File: src/rtl/dda_pkg.sv
// dda_pkg: opcodes, scheduler states and reset constants shared by the DDA control slice
package dda_pkg;
    localparam logic [2:0] OP_NOP    = 3'd0;
    localparam logic [2:0] OP_WR_ICX = 3'd1;
    localparam logic [2:0] OP_WR_ICY = 3'd2;
    localparam logic [2:0] OP_WR_MU  = 3'd3;
    localparam logic [2:0] OP_WR_DIV = 3'd4;
    localparam logic [2:0] OP_RUN    = 3'd5;
    localparam logic [2:0] OP_STOP   = 3'd6;
    localparam logic [2:0] OP_LOAD   = 3'd7;

    typedef enum logic [1:0] {IDLE, LOAD, RUN, STALL} state_t;

    localparam logic [15:0] ICX_RST = 16'h3000;
    localparam logic [15:0] ICY_RST = 16'h3000;
    localparam logic [15:0] MU_RST  = 16'h4000;
endpackage

File: src/rtl/dda_sample_buf.sv
// dda_sample_buf: single-entry valid/ready holding register; a write always loads, even during a handshake
module dda_sample_buf #(
    parameter int W = 32
) (
    input  logic         clk,
    input  logic         rst_n,
    input  logic         i_wr,
    input  logic [W-1:0] i_data,
    input  logic         i_ready,
    output logic         o_valid,
    output logic [W-1:0] o_data
);
    always_ff @(posedge clk) begin
        if (!rst_n) begin
            o_valid <= 1'b0;
            o_data  <= '0;
        end else begin
            o_valid <= i_wr || (o_valid && !i_ready);
            o_data  <= i_wr ? i_data : o_data;
        end
    end
endmodule

File: src/rtl/dda_run_scheduler.sv
// dda_run_scheduler: turns host commands into paced DDA step/load pulses and buffers every post-step {x,y}
module dda_run_scheduler
    import dda_pkg::*;
#(
    parameter int N     = 16,
    parameter int DIV_W = 16,
    parameter int CNT_W = 16
) (
    input  logic           clk,
    input  logic           rst_n,
    input  logic           cmd_valid,
    output logic           cmd_ready,
    input  logic [2:0]     cmd_op,
    input  logic [N-1:0]   cmd_data,
    input  logic [N-1:0]   x,
    input  logic [N-1:0]   y,
    output logic           step_en,
    output logic           load_ic,
    output logic [N-1:0]   icx,
    output logic [N-1:0]   icy,
    output logic [N-1:0]   mu,
    output logic           smp_valid,
    input  logic           smp_ready,
    output logic [2*N-1:0] smp_data,
    output logic           busy
);
    state_t           r_state, w_next;
    logic [DIV_W-1:0] r_div, r_ps;
    logic [CNT_W-1:0] r_rem;
    logic [N-1:0]     r_icx, r_icy, r_mu;
    logic             r_free, r_pend;
    logic             w_acc, w_run_cmd, w_halt, w_done, w_empty, w_tick, w_cap;

    assign w_acc     = cmd_valid && cmd_ready;
    assign w_run_cmd = w_acc && cmd_op == OP_RUN;
    assign w_halt    = w_acc && (cmd_op == OP_STOP || cmd_op == OP_LOAD);
    assign w_done    = !r_free && r_rem == '0;
    assign w_tick    = r_ps >= r_div;
    // r_pend marks a step whose result is still owed to the buffer; x,y stay put until it lands
    assign w_empty   = !smp_valid && !r_pend;
    assign w_cap     = r_pend && (!smp_valid || smp_ready);
    assign icx       = r_icx;
    assign icy       = r_icy;
    assign mu        = r_mu;

    always_ff @(posedge clk) begin
        if (!rst_n) r_state <= IDLE;
        else        r_state <= w_next;
    end

    always_comb begin
        w_next = r_state;
        case (r_state)
            IDLE:    w_next = (w_acc && cmd_op == OP_LOAD) ? LOAD : w_run_cmd ? RUN : IDLE;
            LOAD:    w_next = IDLE;
            RUN:     w_next = w_done ? ((r_pend && !w_cap) ? RUN : IDLE)
                                     : (w_tick && !step_en) ? STALL : RUN;
            STALL:   w_next = step_en ? RUN : STALL;
            default: w_next = IDLE;
        endcase
        if (r_state == RUN || r_state == STALL)
            w_next = (w_acc && cmd_op == OP_LOAD) ? LOAD :
                     (w_acc && cmd_op == OP_STOP) ? IDLE :
                     w_run_cmd ? RUN : w_next;
    end

    // A step may only fire when its sample is guaranteed a slot the following cycle
    always_comb begin
        step_en   = (r_state == RUN && !w_done && w_tick && (smp_ready || w_empty)) ||
                    (r_state == STALL && w_empty);
        load_ic   = r_state == LOAD;
        busy      = r_state != IDLE;
        cmd_ready = r_state != LOAD;
    end

    always_ff @(posedge clk) begin
        if (!rst_n) begin
            r_icx  <= N'(ICX_RST);
            r_icy  <= N'(ICY_RST);
            r_mu   <= N'(MU_RST);
            r_div  <= '0;
            r_ps   <= '0;
            r_rem  <= '0;
            r_free <= 1'b0;
            r_pend <= 1'b0;
        end else begin
            if (w_acc && cmd_op == OP_WR_ICX) r_icx <= cmd_data;
            if (w_acc && cmd_op == OP_WR_ICY) r_icy <= cmd_data;
            if (w_acc && cmd_op == OP_WR_MU)  r_mu  <= cmd_data;
            if (w_acc && cmd_op == OP_WR_DIV) r_div <= cmd_data[DIV_W-1:0];
            r_pend <= step_en || (r_pend && !w_cap);
            if (w_run_cmd) begin
                r_rem  <= cmd_data[CNT_W-1:0];
                r_free <= cmd_data[CNT_W-1:0] == '0;
                r_ps   <= '0;
            end else if (w_halt) begin
                r_rem  <= '0;
                r_free <= 1'b0;
            end else begin
                if (step_en && !r_free && r_rem != '0) r_rem <= r_rem - CNT_W'(1);
                if (step_en) r_ps <= '0;
                else if (r_state == RUN && !w_tick) r_ps <= r_ps + DIV_W'(1);
            end
        end
    end

    dda_sample_buf #(.W(2*N)) u_buf (
        .clk     (clk),
        .rst_n   (rst_n),
        .i_wr    (w_cap),
        .i_data  ({x, y}),
        .i_ready (smp_ready),
        .o_valid (smp_valid),
        .o_data  (smp_data)
    );
endmodule

File: config.mk
export PLATFORM = sky130hd
export DESIGN_NAME = dda_run_scheduler
export DESIGN_NICKNAME = d
export VERILOG_FILES = /design/src/rtl/dda_pkg.sv /design/src/rtl/dda_sample_buf.sv /design/src/rtl/dda_run_scheduler.sv
export SDC_FILE = /design/constraint.sdc
export NUM_CORES = 1
export LEC_CHECK = 0
export BUFFER_PORTS_ARGS = -buffer_cell sky130_fd_sc_hd__buf_2
export CAP_MARGIN = 0
export CORE_UTILIZATION = 55
export CTS_CLUSTER_DIAMETER = 80
export DETAILED_ROUTE_END_ITERATION = 7
export GPL_ROUTABILITY_DRIVEN = 1
export HOLD_SLACK_MARGIN = 0.15
export PLACE_DENSITY = 0.87
export SYNTH_ARGS = -nofsm -noshare
export SYNTH_HDL_FRONTEND = slang
export SYNTH_SLANG_ARGS = --single-unit
export TNS_END_PERCENT = 1
File: constraint.sdc
create_clock -name clk -period 8.65 [get_ports clk]
set_input_delay 2.595 -clock clk [delete_from_list [all_inputs] [get_ports clk]]
set_output_delay 2.595 -clock clk [all_outputs]
set_load 0.005 [all_outputs]
# Yosys cells after proc, flatten, opt, wreduce, memory -nomap -nowiden
# Index checks and enable logic that the tools add are counted.
# W data, S select, Z words.
[word_totals]
in_bits = 55
word_cells = 92
output_inout_bits = 85
regBits = 133
[classes]
order_cmp = 1
n_reduce_logical = 47
muxes = 18
bitwise = 2
addsub = 2
eq_ne = 11
[op_table]
columns = ["cell", "n"]
rows = [
  ["$mux W16", 5],
  ["$logic_not A16 Y1", 2],
  ["$logic_and A1 B1 Y1", 22],
  ["$add A16 B1 Y16 const B", 1],
  ["$ge A16 B16 Y1", 1],
  ["$mux W2", 8],
  ["$reduce_bool A16 Y1", 1],
  ["$sub A16 B1 Y16 const B", 1],
  ["$eq A3 B3 Y1 const B", 4],
  ["$logic_not A1 Y1", 8],
  ["$pmux W2 S4", 1],
  ["$logic_or A1 B1 Y1", 7],
  ["$eq A3 B2 Y1 const B", 2],
  ["$reduce_bool A2 Y1", 3],
  ["$eq A2 B2 Y1 const B", 2],
  ["$mux W1", 4],
  ["$eq A3 B1 Y1 const B", 1],
  ["$reduce_bool A3 Y1", 1],
  ["$eq A2 B1 Y1 const B", 1],
  ["$logic_not A2 Y1", 1],
  ["$ne A2 B1 Y1 const B", 1],
  ["$not A1 Y1", 2],
  ["$reduce_and A2 Y1", 1],
  ["$reduce_or A2 Y1", 1],
]

# Depth between registers and ports, before layout
[depth]
word_depth = 16
mapped_depth = 10
mapped_depth_nobuf = 9

# Hierarchy
# A second synthesis with hierarchy kept.
[hier_totals]
cells_unflattened = 697
area_unflattened_um2 = 6177.2
[by_module_without_submodules]
columns = ["module", "seq_area_each_um2", "cells_each", "n_inst", "area_each_um2"]
rows = [
  ["dda_run_scheduler", 2001.9, 591, 1, 4899.7],
  ["dda_sample_buf", 660.6, 106, 1, 1277.5],
]

# Least setup slack after synthesis
# No wires, ideal clock.
[synth_timing]
path_type = "input to output"
from = "input smp_ready"
to = "output step_en"
path_buffers = 0
required_time_ns = 6.055
slack_ns = 2.899
arrival_ns = 3.156
cell_stages = 3
cell_sequence = "or2_2 > a31oi_4 > inv_1"
[synth_via]
elab_chain_cells = 3
[synth_rtl]
columns = ["item", "line_no", "rtl"]
rows = [
  ["start: declaration", "dda_run_scheduler.sv:23", "input logic smp_ready,"],
  ["$logic_or A1 B1 Y1", "dda_run_scheduler.sv:69", "step_en = (r_state == RUN && !w_done && w_tick && (smp_ready || w_empty)) ||"],
  ["$logic_and A1 B1 Y1", "dda_run_scheduler.sv:69", ""],
  ["$logic_or A1 B1 Y1", "dda_run_scheduler.sv:69", ""],
  ["end: declaration", "dda_run_scheduler.sv:17", "output logic step_en,"],
]
# Every way passes these cells.

# Final worst setup path
# Ends and elaborated chain as after synthesis.

==> reports/metrics.csv <==
metric,value,unit
Seq cells post-synth,133,
final setup fails,0,
Area Growth Syn to Fin,22.2,%
most numerous cell in the Yosys netlist,nand2_1,
Mapped Cells,714,
Syn. warnings,0,
chip height,107,microns
Synth async-reset ratio,0,%
ANT nets after route,0,
Hold WC Path Type,flop to flop,
I/O pin total,140,
Setup Buffers After CTS,0,
maximum fanout along the worst path,4,
CTS tree,done,
hold_buf cts,0,
Hold Fails Final Rpt,0,
DP HPWL,10700,microns
Synth area leaders,"dfxtp_1 (44%), nand2_1 (9.7%), a21oi_1 (6.7%)",
Slew headroom,16.4,%
drc violations,0,
Post-synth top cells,"nand2_1 (155), dfxtp_1 (133), a21oi_1 (80), nor2_1 (51), clkbuf_1 (34)",
GP Congestion,0.867,
classification of the worst setup path,input port to output pin,
vias,5618,
worst slew pin tran,1250,ps
clk root buf,clkbuf_8,
unrepaired setup endpoints after global routing,false,
Max Clock Skew,7.96,ps
synth unique cells,59,
initial core utilization,57.5,%
Detailed Route WL,16000,microns
total gr overflow,0,
Clock Sinks,133,
post-synth top area cell,dfxtp_1,
DRT Pass-1 Iters,6,
min cycle time layout,6000,ps
die area,0.0114,sq mm
port bufs,139,
CTS H-tree lvls,4,
cell area after synthesis,0.00601,sq mm
Peak VDD IR,0.172,mV
nature of the critical path startpoint,input port,
syn nets,788,
status,"finished, final reports clean",
Max clock buf depth,2,
Worst-path clk slew,60,ps
1st-iter DRT viols,408,
CP endpoint kind,output pin,
core area,0.0105,sq mm
layout cell share with drive strength beyond 1,24.7,%
fin nets,911,
Max-Cap Viols,0,
first-pass GRT wire length,25300,microns
Total Routing Usage GR,28.4,%
Post-Syn Area per Cell,8.42,sq um
die width,107,microns
sequential area share after synthesis,44.3,%
initial antenna violation count,0,
fin. max-slew vios,0,
CTS buffer count,17,
vias in the first global route,5204,
Tcrit/Tclk final,69.4,%
largest net degree at the start of global routing,56,
Rows,37,
Required @ worst endpoint,6060,ps
Avg WL per Cell,16.2,microns
prevailing post-synth register cell,dfxtp_1,
top cell type's share of synthesized area,44.3,%
Power Density,206,mW/mm^2
fin util,70.2,%
worst skew pair latency,520,ps
Post-synth EDFFs,0,
post-cts repair resize count,0,
P_leak,3.14,nW
"Arr. time, crit path",3410,ps
setup TNS,0,ps
n_diodes,0,
via/cell ratio,5.70,
Achievable Freq,0.167,GHz
[metrics by stage]
step           setup WS, ps  area [sq um]  std cells  total power [mW]  hold WS, ps
6_report               2650          7350        986              1.51          450
5_1_grt                2620          7350        986              1.56          467
4_1_cts                2640          7350        986              1.51          451
3_5_place_dp           2630          6760        954             0.805          443
3_3_place_gp           2650          6760        954             0.802          439
2_1_floorplan          2900          6010        714             0.754          453
[report_power, final]
part           internal [mW]  switching (mW)
clock                  0.426           0.287
combinational         0.0614          0.0946
sequential             0.628          0.0132
total                   1.12           0.395
[worst max-delay path: stages]
cell and delay (ps):
buf_2 120, or2_2 320, a31oi_4 200, inv_1 50
buf_2 120
[layer usage]
metal / wire length [microns] / up-vias / global-route usage, %
met3: 1420 / 50 / 7.11
met2: 7600 / 273 / 46.6
met5: 0 / - / 0
li1: - / 2716 / -
met1: 6500 / 2579 / 35.3
met4: 468 / 0 / 12.7
[state kept, by name (all words and copies together) (netlist names)]
register       count
r_free             1
icy               16
r_rem             16
r_div             16
icx               16
r_pend             1
r_ps              16
u_buf.o_valid      1
u_buf.o_data      32
mu                16
r_state            2
[logic make-up after synthesis]
logic type	count (synthesis)	share of synthesized area [%]
AOI/OAI and AO/OA	152	16.8
muxes	33	5.49
buffers and inverters	64	4.22
and+or+nand+nor	302	23.7
adders and majority gates	19	3.95
xor gates and xnor gates	11	1.60
DFF	133	44.3
[worst paths after layout]
check | cells past startpoint | end | slack [ps] | startpoint
min | 2 | u_buf.o_data[15]$_SDFFE_PN0P_ | 450 | u_buf.o_data[15]$_SDFFE_PN0P_
max reg2reg | 9 | r_ps[13]$_SDFFE_PP0P_ | 5240 | r_ps[0]$_SDFFE_PP0P_
max | 5 | step_en | 2650 | smp_ready
min reg2reg | 2 | u_buf.o_data[15]$_SDFFE_PN0P_ | 450 | u_buf.o_data[15]$_SDFFE_PN0P_
[cell type report]
class,instances,area [sq um]
Sequential cell,133,2660
Multi-Input combinational cell,517,3100
Tap cell,136,170
Clock inverter,14,164
Fill cell,829,3110
Timing Repair Buffer,144,733
Inverter,24,90.1
Clock buffer,18,428
[layout by cell type (no fill, tap or decap), types with 9 or more instances in the layout]
| cell type | instances |
|---|---|
| nor2_1 | 51 |
| mux2i_1 | 33 |
| a21oi_1 | 80 |
| o21ai_0 | 11 |
| clkbuf_16 | 16 |
| dfxtp_1 | 133 |
| nor4_1 | 10 |
| nand2_1 | 155 |
| buf_2 | 139 |
| nand3_1 | 14 |
| inv_1 | 23 |
| ha_1 | 19 |
| and3_1 | 9 |
| and2_1 | 10 |
No activity file was read; power rests on OpenSTA's default activity.
